$ cat src/rtl/stream_mux_rr_pkg.sv
`default_nettype none
// ============================================================================
// Module      : stream_mux_rr_pkg
// Description : Shared mode encodings and width helpers for the stream mux.
// Revision    : 1.0 - initial release
// ============================================================================
package stream_mux_rr_pkg;

    localparam logic MODE_FIXED = 1'b0;
    localparam logic MODE_RR    = 1'b1;

    // Ceiling log2; clog2(1) = 0
    function automatic int clog2(input int value);
        int r;
        r = 0;
        for (int i = 0; i < 31; i++) begin
            if ((1 << i) < value) begin
                r = i + 1;
            end
        end
        return r;
    endfunction

    // Channel-index width, never narrower than one bit
    function automatic int sel_width(input int n_ch);
        return (clog2(n_ch) < 1) ? 1 : clog2(n_ch);
    endfunction

endpackage
`default_nettype wire

$ cat src/rtl/stream_mux_rr_arbiter.sv
`default_nettype none
// ============================================================================
// Module      : rr_arbiter
// Description : Round-robin arbiter. Searches for the first requester
//               starting one past the last winner, wrapping N_CH-1 -> 0.
// Revision    : 1.0 - initial release
// ============================================================================
module rr_arbiter
    import stream_mux_rr_pkg::*;
#(
    parameter int N_CH  = 4,
    parameter int SEL_W = sel_width(N_CH)
) (
    input  logic [N_CH-1:0]  req,
    input  logic [SEL_W-1:0] last,
    output logic [N_CH-1:0]  gnt_onehot,
    output logic [SEL_W-1:0] gnt_idx
);

    logic w_found;

    // Walk priority positions last+1, last+2, ... and take the first requester
    always_comb begin
        gnt_onehot = '0;
        gnt_idx    = '0;
        w_found    = 1'b0;
        for (int k = 1; k <= N_CH; k++) begin
            for (int i = 0; i < N_CH; i++) begin
                if (!w_found && req[i] && (((int'(last) + k) % N_CH) == i)) begin
                    w_found       = 1'b1;
                    gnt_onehot[i] = 1'b1;
                    gnt_idx       = SEL_W'(i);
                end
            end
        end
    end

endmodule
`default_nettype wire

$ cat src/rtl/stream_mux_rr.sv
`default_nettype none
// ============================================================================
// Module      : stream_mux_rr
// Description : N-channel valid/ready stream multiplexer with fixed-select or
//               round-robin arbitration and a single registered output stage.
// Revision    : 1.0 - initial release
// ============================================================================
module stream_mux_rr
    import stream_mux_rr_pkg::*;
#(
    parameter int N_CH   = 4,
    parameter int DATA_W = 8,
    parameter int SEL_W  = sel_width(N_CH)
) (
    input  logic                     clk,
    input  logic                     rst_n,
    input  logic [N_CH*DATA_W-1:0]   in_data,
    input  logic [N_CH-1:0]          in_valid,
    output logic [N_CH-1:0]          in_ready,
    input  logic                     mode,
    input  logic [SEL_W-1:0]         sel,
    output logic [DATA_W-1:0]        out_data,
    output logic [SEL_W-1:0]         out_ch,
    output logic                     out_valid,
    input  logic                     out_ready
);

    logic              w_load_en;
    logic              w_accept;
    logic [N_CH-1:0]   w_fixed_gnt;
    logic [N_CH-1:0]   w_rr_gnt;
    logic [N_CH-1:0]   w_gnt;
    logic [SEL_W-1:0]  w_rr_idx;
    logic [SEL_W-1:0]  w_gnt_idx;
    logic [DATA_W-1:0] w_gnt_data;

    logic [SEL_W-1:0]  r_last_q,      w_last_d;
    logic [DATA_W-1:0] r_out_data_q,  w_out_data_d;
    logic [SEL_W-1:0]  r_out_ch_q,    w_out_ch_d;
    logic              r_out_valid_q, w_out_valid_d;

    rr_arbiter #(
        .N_CH  (N_CH),
        .SEL_W (SEL_W)
    ) u_rr_arbiter (
        .req        (in_valid),
        .last       (r_last_q),
        .gnt_onehot (w_rr_gnt),
        .gnt_idx    (w_rr_idx)
    );

    // Fixed-mode grant: sel values beyond the last channel never match
    always_comb begin
        w_fixed_gnt = '0;
        for (int i = 0; i < N_CH; i++) begin
            w_fixed_gnt[i] = in_valid[i] && (sel == SEL_W'(i));
        end
    end

    // Mode select and input handshake; nothing is offered while in reset
    always_comb begin
        w_load_en = !r_out_valid_q || out_ready;
        if (mode == MODE_RR) begin
            w_gnt     = w_rr_gnt;
            w_gnt_idx = w_rr_idx;
        end else begin
            w_gnt     = w_fixed_gnt;
            w_gnt_idx = sel;
        end
        in_ready = (w_load_en && rst_n) ? w_gnt : '0;
        w_accept = |in_ready;
    end

    // Route the granted channel's word to the output register
    always_comb begin
        w_gnt_data = '0;
        for (int i = 0; i < N_CH; i++) begin
            if (w_gnt[i]) begin
                w_gnt_data = in_data[i*DATA_W +: DATA_W];
            end
        end
    end

    // Next-state: capture on accept, drop valid when loadable with no grant
    always_comb begin
        w_last_d      = r_last_q;
        w_out_data_d  = r_out_data_q;
        w_out_ch_d    = r_out_ch_q;
        w_out_valid_d = r_out_valid_q;
        if (w_accept) begin
            w_last_d     = w_gnt_idx;
            w_out_data_d = w_gnt_data;
            w_out_ch_d   = w_gnt_idx;
        end
        if (w_load_en) begin
            w_out_valid_d = w_accept;
        end
    end

    // State registers; reset makes channel 0 the first round-robin winner
    always_ff @(posedge clk or negedge rst_n) begin
        if (!rst_n) begin
            r_last_q      <= SEL_W'(N_CH - 1);
            r_out_data_q  <= '0;
            r_out_ch_q    <= '0;
            r_out_valid_q <= 1'b0;
        end else begin
            r_last_q      <= w_last_d;
            r_out_data_q  <= w_out_data_d;
            r_out_ch_q    <= w_out_ch_d;
            r_out_valid_q <= w_out_valid_d;
        end
    end

    assign out_data  = r_out_data_q;
    assign out_ch    = r_out_ch_q;
    assign out_valid = r_out_valid_q;

endmodule
`default_nettype wire

$ cat config.mk
export PLATFORM = sky130hd
export DESIGN_NAME = stream_mux_rr
export DESIGN_NICKNAME = d
export VERILOG_FILES = /design/src/rtl/stream_mux_rr_pkg.sv /design/src/rtl/stream_mux_rr_arbiter.sv /design/src/rtl/stream_mux_rr.sv
export SDC_FILE = /design/constraint.sdc
export NUM_CORES = 1
export LEC_CHECK = 0
export CAP_MARGIN = 20
export CORE_AREA = 2 2 54 56
export DETAILED_ROUTE_END_ITERATION = 7
export DIE_AREA = 0 0 56 58
export GPL_ROUTABILITY_DRIVEN = 0
export GPL_TIMING_DRIVEN = 0
export PLACE_DENSITY_LB_ADDON = 0.05
export SLEW_MARGIN = 20
export SYNTH_ARGS = -nofsm -noshare
export SYNTH_HDL_FRONTEND = slang
export SYNTH_SLANG_ARGS = --single-unit
$ cat constraint.sdc
create_clock -name clk -period 2.1 [get_ports clk]
set_input_delay 0.315 -clock clk [delete_from_list [all_inputs] [get_ports clk]]
set_output_delay 0.315 -clock clk [all_outputs]
set_load 0.02 [all_outputs]
### Word-level counts from Yosys, hierarchy flattened

Index checks and enable logic that the tools add are counted.

* add/sub/neg operators: 4
* equal/unequal tests: 15
* muxes and demuxes: 52
* bitwise operators: 4
* reductions and logical operators: 63

Operators by type and width (number)
* zero test 32 bit: 4
* logical AND 1 bit: 36
* two-way mux 8 bit: 4
* two-way mux 1 bit: 31
* two-way mux 2 bit: 15
* == test 3 bit (second input constant): 8
* zero test 1 bit: 16
* == test 3 x 2 -> 1 bit (second input constant): 4
* two-way mux 4 bit: 2
* OR reduction 2 bit: 4
* adder 2 x 1 -> 2 bit (second input constant): 2
* adder 2 bit (second input constant): 2
* AND 1 bit (first input constant): 4
* == test 2 bit (second input constant): 2
* OR reduction 4 bit: 1
* == test 2 x 1 -> 1 bit (second input constant): 1
* zero test 2 bit: 1
* logical OR 1 bit: 1

* flip-flop bits (word level): 13

### Depth between registers and ports, before layout

Gate-level depths: netlist of run 1.

* depth in word-level cells: 71
* depth in mapped cells: 8
* gate-level depth less buffers: 6

### Cells and area by module

From an unflattened synthesis of run 1, not the netlist that was laid out.

* cells, all modules: 111
* area total of the unflattened synthesis: 1038.5 um^2

By module, submodules not included
* stream_mux_rr: instances 1, cells an instance 88, area each 890.9 um^2, seq. area each 327.8 um^2
* rr_arbiter: instances 1, cells an instance 23, area each 147.6 um^2, seq. area each 0.0 um^2

### Worst setup path after synthesis of run 1

OpenSTA, ideal clock, no wires.

* path type: reg2out
* start: register r_last_q[1]
* end: output port in_ready[3]
* arrival: 1.728 ns
* required time: 1.785 ns
* path slack: 0.057 ns
* stages on the path, launching flop included: 6
* cell sequence: dfstp_2 -> buf_4 -> or2b_2 -> a311oi_2 -> buf_6 -> and2_1

* word-level cells in the longest chain between the ends: 68

RTL lines
* start, declared: RTL line stream_mux_rr.sv:37 `logic [SEL_W-1:0] r_last_q, w_last_d;`
* start signal, assigned: RTL line stream_mux_rr.sv:103 `r_last_q <= SEL_W'(N_CH - 1);`
* start signal, assigned: RTL line stream_mux_rr.sv:108 `r_last_q <= w_last_d;`
* adder 2 x 1 -> 2 bit: RTL line stream_mux_rr_arbiter.sv:29 `if (!w_found && req[i] && (((int'(last) + k) % N_CH) == i)) begin`
* OR reduction 2 bit (no line)
* AND 1 bit (no line)
* zero test 32 bit: RTL line stream_mux_rr_arbiter.sv:29
* logical AND 1 bit: RTL line stream_mux_rr_arbiter.sv:29
* two-way mux 1 bit: RTL line stream_mux_rr_arbiter.sv:29
* zero test 1 bit: RTL line stream_mux_rr_arbiter.sv:29
* logical AND 1 bit (2 in a row): RTL line stream_mux_rr_arbiter.sv:29
* (+49 left out)
* zero test 1 bit: RTL line stream_mux_rr_arbiter.sv:29
* logical AND 1 bit (2 in a row): RTL line stream_mux_rr_arbiter.sv:29
* two-way mux 1 bit: RTL line stream_mux_rr_arbiter.sv:29
* zero test 1 bit: RTL line stream_mux_rr_arbiter.sv:29
* logical AND 1 bit (2 in a row): RTL line stream_mux_rr_arbiter.sv:29
* two-way mux 1 bit *: RTL line stream_mux_rr_arbiter.sv:29
* two-way mux 4 bit *: RTL line stream_mux_rr.sv:63 `if (mode == MODE_RR) begin`
* two-way mux 4 bit *: RTL line stream_mux_rr.sv:70 `in_ready = (w_load_en && rst_n) ? w_gnt : '0;`
* end, declared: RTL line stream_mux_rr.sv:19 `output logic [N_CH-1:0] in_ready,`

Every way passes the cells marked *; elsewhere a longest branch is shown, timed or not.

### Worst setup path after layout of run 1

Ends and elaborated chain as after synthesis.

==> results.toml, run 1 <==
[sta]
hold_ws_ns = 0.0318
rsz0062_at_grt = "true"
final.period_utilization_pct = 103
finClkSkew_ns = 0.00713
fin_crit_ns = 2.16
hold_viol_final = 0
fin_ws_ns = -0.0582
slew-limit-headroom_pct = 65.2
tightest_slew_ns = 0.521
setup_viol = 1
tns_ns = -0.0582
fmax_mhz = 463
drv_slew = 0

[floorplanning]
die_area_mm2 = 0.00325
core_area_mm2 = 0.00266
io_pins = 57
die_h_um = 58
start_util_pct = 35.7
die_w_um = 56
fp-row-count = 19

[route]
drcViolationCount = 0
drt_iter0_drc = 53
met2_length_mm = 1.56
met3WireLength_um = 270
routed_wl_mm = 3.30
via_per_inst = 5.41
vias = 1130
top_layer = "met4"
wl_met1_mm = 1.43
antenna_left = 0
wl_per_cell_um = 15.8
firstDrtPassIters = 4

[power]
pwr_density_cell_mw_per_mm2 = 958
leakagePower_nw = 0.764
worst_ir_drop_vdd_mv = 0.510

[cts]
cts_max_level = 1
cts_buffers = 3
clk_path_buf_depth = 2
clock_latency_ns = 0.27
cts_tree = "built"
cts.sinks = 13
hold_buffers = 0
cts_root_buf = "clkbuf_4"
path_clk_slew_ns = 0.08

[layout]
num-fill-cells = 240
area_delta_synth_final_pct = 80.9
drive_gt1_share_pct = 24.2
fin_nets = 221
antenna_cells = 0
seq_area_um2 = 328
multi_input_area_um2 = 604

[synth]
synthCells = 108
ys.warnings.count = 0
synth_cell_types = 32
synth_fp_nets = 150
synthArstFlopShare_pct = 100
avgSynthCellArea_um2 = 8.79
synth_edf_count = 0
synth_flop_cell = "dfrtp_1"
ys_seq_area_share_pct = 34.5
ys_ff_latch = 13
syn_area_um2 = 950

[setup_path]
cp-end-kind = "output port"
worstPathMaxFanout = 5
cp-start-kind = "register"
crit_required_ns = 1.78
crit_type = "reg2out"
arrival_ns = 1.84

[global_route]
grt_pass1_wl_mm = 5.09
grt-ovfl-total = 0
grt_pass1_vias = 1089
track_usage_pct = 20.0
antenna_found_initial = 0
grt_max_degree = 15

[place]
place_hpwl_mm = 2.25
portBuffers = 56

[outcome]
violations = "negative setup slack"
status = "finished with violations"

[hold_path]
hold_class = "in2async"

[run]
timing.max_cap.violations = 0
metal layers:
layer	vias to the layer above	global-route usage, %
li1	541	-
met1	528	25.4
met2	57	34.5
met3	4	4.02
met4	0	6.46
met5	-	0
what timing repair did:
action / 4_1_cts / 5_1_grt
pin swaps: 5 / 7
buffers inserted: 4 / 4
gates cloned: 1 / 2
gates resized for setup: 35 / 7
endpoints found under the setup margin: 17 / 14
kinds of logic after synthesis:
| logic type | synth area share [%] |
|---|---|
| and+or+nand+nor | 21.7 |
| DFF | 34.5 |
| buffers and inverters | 7.90 |
| AOI/OAI and AO/OA | 35.8 |
report_power, final:
part           switching [mW]  internal [mW]  total [mW]
logic                   0.486          0.547        1.03
clock network          0.0785         0.0734       0.152
registers              0.0767          0.383       0.460
layout make-up:
class	count	share of cell area [%]
Timing Repair Buffer	66	36.9
Multi-Input combinational cell	85	35.2
Sequential cell	13	19.1
Buffer	6	4.15
Tap cell	31	2.26
Clock buffer	4	1.53
Inverter	4	0.874
critical path, cell delays in order (launching register included):
cell      delay [ns]
dfstp_2         0.55
buf_6           0.11
or2b_4          0.27
a311oi_4        0.27
buf_6           0.15
and2_4          0.13
buf_6           0.10
synth_stat cells, types with 2 or more instances:
| library cell | n | area [um2] |
|---|---|---|
| nor3_1 | 3 | 15.0 |
| o21ai_1 | 2 | 10.0 |
| a21o_1 | 8 | 60.1 |
| inv_1 | 4 | 15.0 |
| nor2_1 | 6 | 22.5 |
| dfstp_2 | 2 | 52.6 |
| a21oi_1 | 14 | 70.1 |
| buf_6 | 4 | 45.0 |
| and2_1 | 2 | 12.5 |
| nand2b_1 | 6 | 37.5 |
| nand2_1 | 16 | 60.1 |
| o21ai_0 | 4 | 20.0 |
| dfrtp_1 | 11 | 275 |
| a222oi_1 | 7 | 70.1 |
| buf_4 | 2 | 15.0 |
cell usage in the layout, fill, tap and decap left out, types with 5 or more instances in the layout:
cell type        instances
a21oi_2                  5
a21oi_1                 10
a222oi_1                 7
nand2b_1                 6
nand2_1                 13
buf_6                    6
a21o_1                   8
dfrtp_1                 11
dlygate4sd2_1            7
buf_4                    8
nor2_1                   6
clkdlybuf4s50_1         45
stage by stage:
stage                     std cells  utilization (%)  setup WS (ns)  cell area [um2]  total power, mW
final                           209             64.5        -0.0582             1720             1.65
after global routing            209             64.5         -0.114             1720             1.75
after CTS                       203             61.6        -0.0399             1640             1.57
after detailed placement        195             58.2         -0.726             1550             1.35
after global placement          195             58.2         -0.725             1550             1.33
after floorplan                 108                -         0.0573              950            0.948
sequential cells by signal, indices dropped and copies added, names as in the netlist:
register	count
out_ch	2
out_data	8
r_last_q	2
out_valid	1
path summary, 6_finish.rpt:
check | startpoint | to | slack (ns) | depth (start not counted)
hold reg to reg | out_ch[0] | out_ch[0] | 0.48 | 2
setup / recovery | r_last_q[1] | in_ready[3] | -0.06 | 6
hold / removal | rst_n | out_data[5] | 0.03 | 1
setup reg to reg | r_last_q[1] | out_ch[0] | 0.02 | 8
max in group asynchronous | rst_n | r_last_q[1] | 1.76 | 1
min in group clk | out_ch[0] | out_ch[0] | 0.48 | 2
(Power assumes the default switching activity.)
==> run 2: changes to the inputs <==
Settings changed: CTS_CLUSTER_DIAMETER set to 80.
==> results of run 2 <==
Final layout, timing and power as in run 1 (identical DEF).
==> variant (config.mk and constraints of run 1) <==
`DATA_W`: 8 -> 12.
--- a/src/rtl/stream_mux_rr.sv
+++ b/src/rtl/stream_mux_rr.sv
@@ -10,5 +10,5 @@
 #(
     parameter int N_CH   = 4,
-    parameter int DATA_W = 8,
+    parameter int DATA_W = 12,
     parameter int SEL_W  = sel_width(N_CH)
 ) (
Interface: changed (resized in_data and out_data); port bits go from 57 to 77. The function was not compared with the original's and may differ.
==> variant against run 1 <==
The flow still finishes with violations (negative setup slack); via count increased by 39%; design area grew 38%; total power increased by 36%; sequential share of layout area is 1.0 points lower; critical path depth increased by 3; sequential power rose by 25%; non-clock buffer count up 36; setup slack worse by 0.034 ns; area after synthesis rose by 18%; sequential cell count is 4 higher; first-iteration DRC count grew to 4.9 times the old value; wire length rose by 54%; die area unchanged; largest cell class unchanged.
==> variant: results (changes against run 1) <==
metric;value;unit;change
crit path max fanout;8;;+3
gr usage total;29.2;%;+9.2 points
failing checks;negative setup slack;;
DP Wirelength;2930;um;+30%
nets;291;;+32%
share of cells above drive strength 1;32.8;%;+8.6 points
GR Util met2;54.5;%;+20 points
met1 wire length;1920;um;+35%
pre-CTS setup slack;-1.16;ns;-0.439 ns
Skew-Pair Late Insertion Delay;0.29;ns;+0.02 ns
Worst-Margin Slew;0.472;ns;-0.0490 ns
final worst slack;-0.0922;ns;-0.0341 ns
Met2 Wirelength;2620;um;+68%
outcome;finished, violations left;;
fin cells;263;;+26%
Post-synth top cells;19 x a21oi_1, 19 x nand2_1, 15 x dfrtp_1, 14 x a21o_1, 11 x a222oi_1;;
Seq/Total Area, Yosys;38.2;%;+3.7 points
LEAKAGE;1.07;nW;+40%
vias per inst;5.97;;+10%
CTS Root Buffer Type;clkbuf_4;;
Worst VDD drop;1.02;mV;+100%
Pint;1.35;mW;+34%
vias in the first global route;1580;;+45%
WL/cell;19.3;um;+23%
arrival time worst endpoint;2.39;ns;+0.55 ns
placed cell areas;0.00192;mm2;+24%
Mapped Nets;187;;+25%
grt met1 use;30.3;%;+4.9 points
leading post-synthesis cells by cell area;dfrtp_1 33%, a222oi_1 9.8%, a21o_1 9.4%;;
skew final;0.00170;ns;-0.00543 ns
fin area;0.00237;mm2;+38%
# port buffers;76;;+36%
largest net degree at the start of global routing;19;;+4
1st-iter DRT viols;260;;+390%
CP top delay family;compound AO/OA/AOI/OAI gates;;
Fillers;121;;-50%
# setup viols final;19;;+18
TNS Setup;-1.08;ns;-1.02 ns
drt pass-1 iters;5;;+1
WL met3;388;um;+44%
max reg flops;12;;+4
## variant: cell count changes after synthesis, moves of 3 or more
cell,before,now
a21o_1,8,14
a21oi_1,14,19
a222oi_1,7,11
clkbuf_1,0,4
dfrtp_1,11,15
buf_2,0,3
buf_6,4,1
nand2_1,16,19
## variant: logic make-up (layout without fill, tap and decap cells)
kind of cell    after synthesis  after routing  synth area share (%)
compound gates               56             56                  37.2
simple gates                 44             44                  19.3
flops                        17             17                  38.2
buf+inv                      12            115                  5.36
## variant: path summary, 6_finish.rpt
| path | endpoint | slack (ns) | cells after the start |
|---|---|---|---|
| max | out_data[4] | -0.09 | 9 |
| min | out_data[8] | 0.05 | 1 |
| max reg2reg | out_data[4] | -0.09 | 9 |
| min reg2reg | out_data[6] | 0.49 | 1 |
| max in group asynchronous | r_last_q[0] | 1.71 | 1 |
| min in group clk | out_data[6] | 0.49 | 1 |
## variant: final cells by class
type / count / area share (%)
buffer: 9 / 4.75
clock buffer: 3 / 0.950
clock inverter: 1 / 0.211
inverter: 3 / 0.475
multi-input combinational: 100 / 33.6
sequential: 17 / 18.0
tap: 31 / 1.64
timing repair buffer: 99 / 40.4
## variant: power groups by stage
stage	Sequential, mW	Clock [mW]	Combinational [mW]
detailed placement	0.585	0	1.06
finish	0.577	0.182	1.48
CTS	0.568	0.188	1.29
global placement	0.576	0	1.04
global route	0.588	0.210	1.55
floorplan	0.731	0	0.412
## variant: what timing repair did
item                       4_1_cts  5_1_grt
resized for setup               70       28
pin swaps                        9       12
cloned                           2        0
setup endpoints to repair       21       21
buffers inserted                15        6
## variant: worst register-to-register path: cells and delay by family (launching register included)
family / cells / cell delay (ns)
compound gates: 6 / 1.02
flops: 1 / 0.56
buf+inv: 3 / 0.51
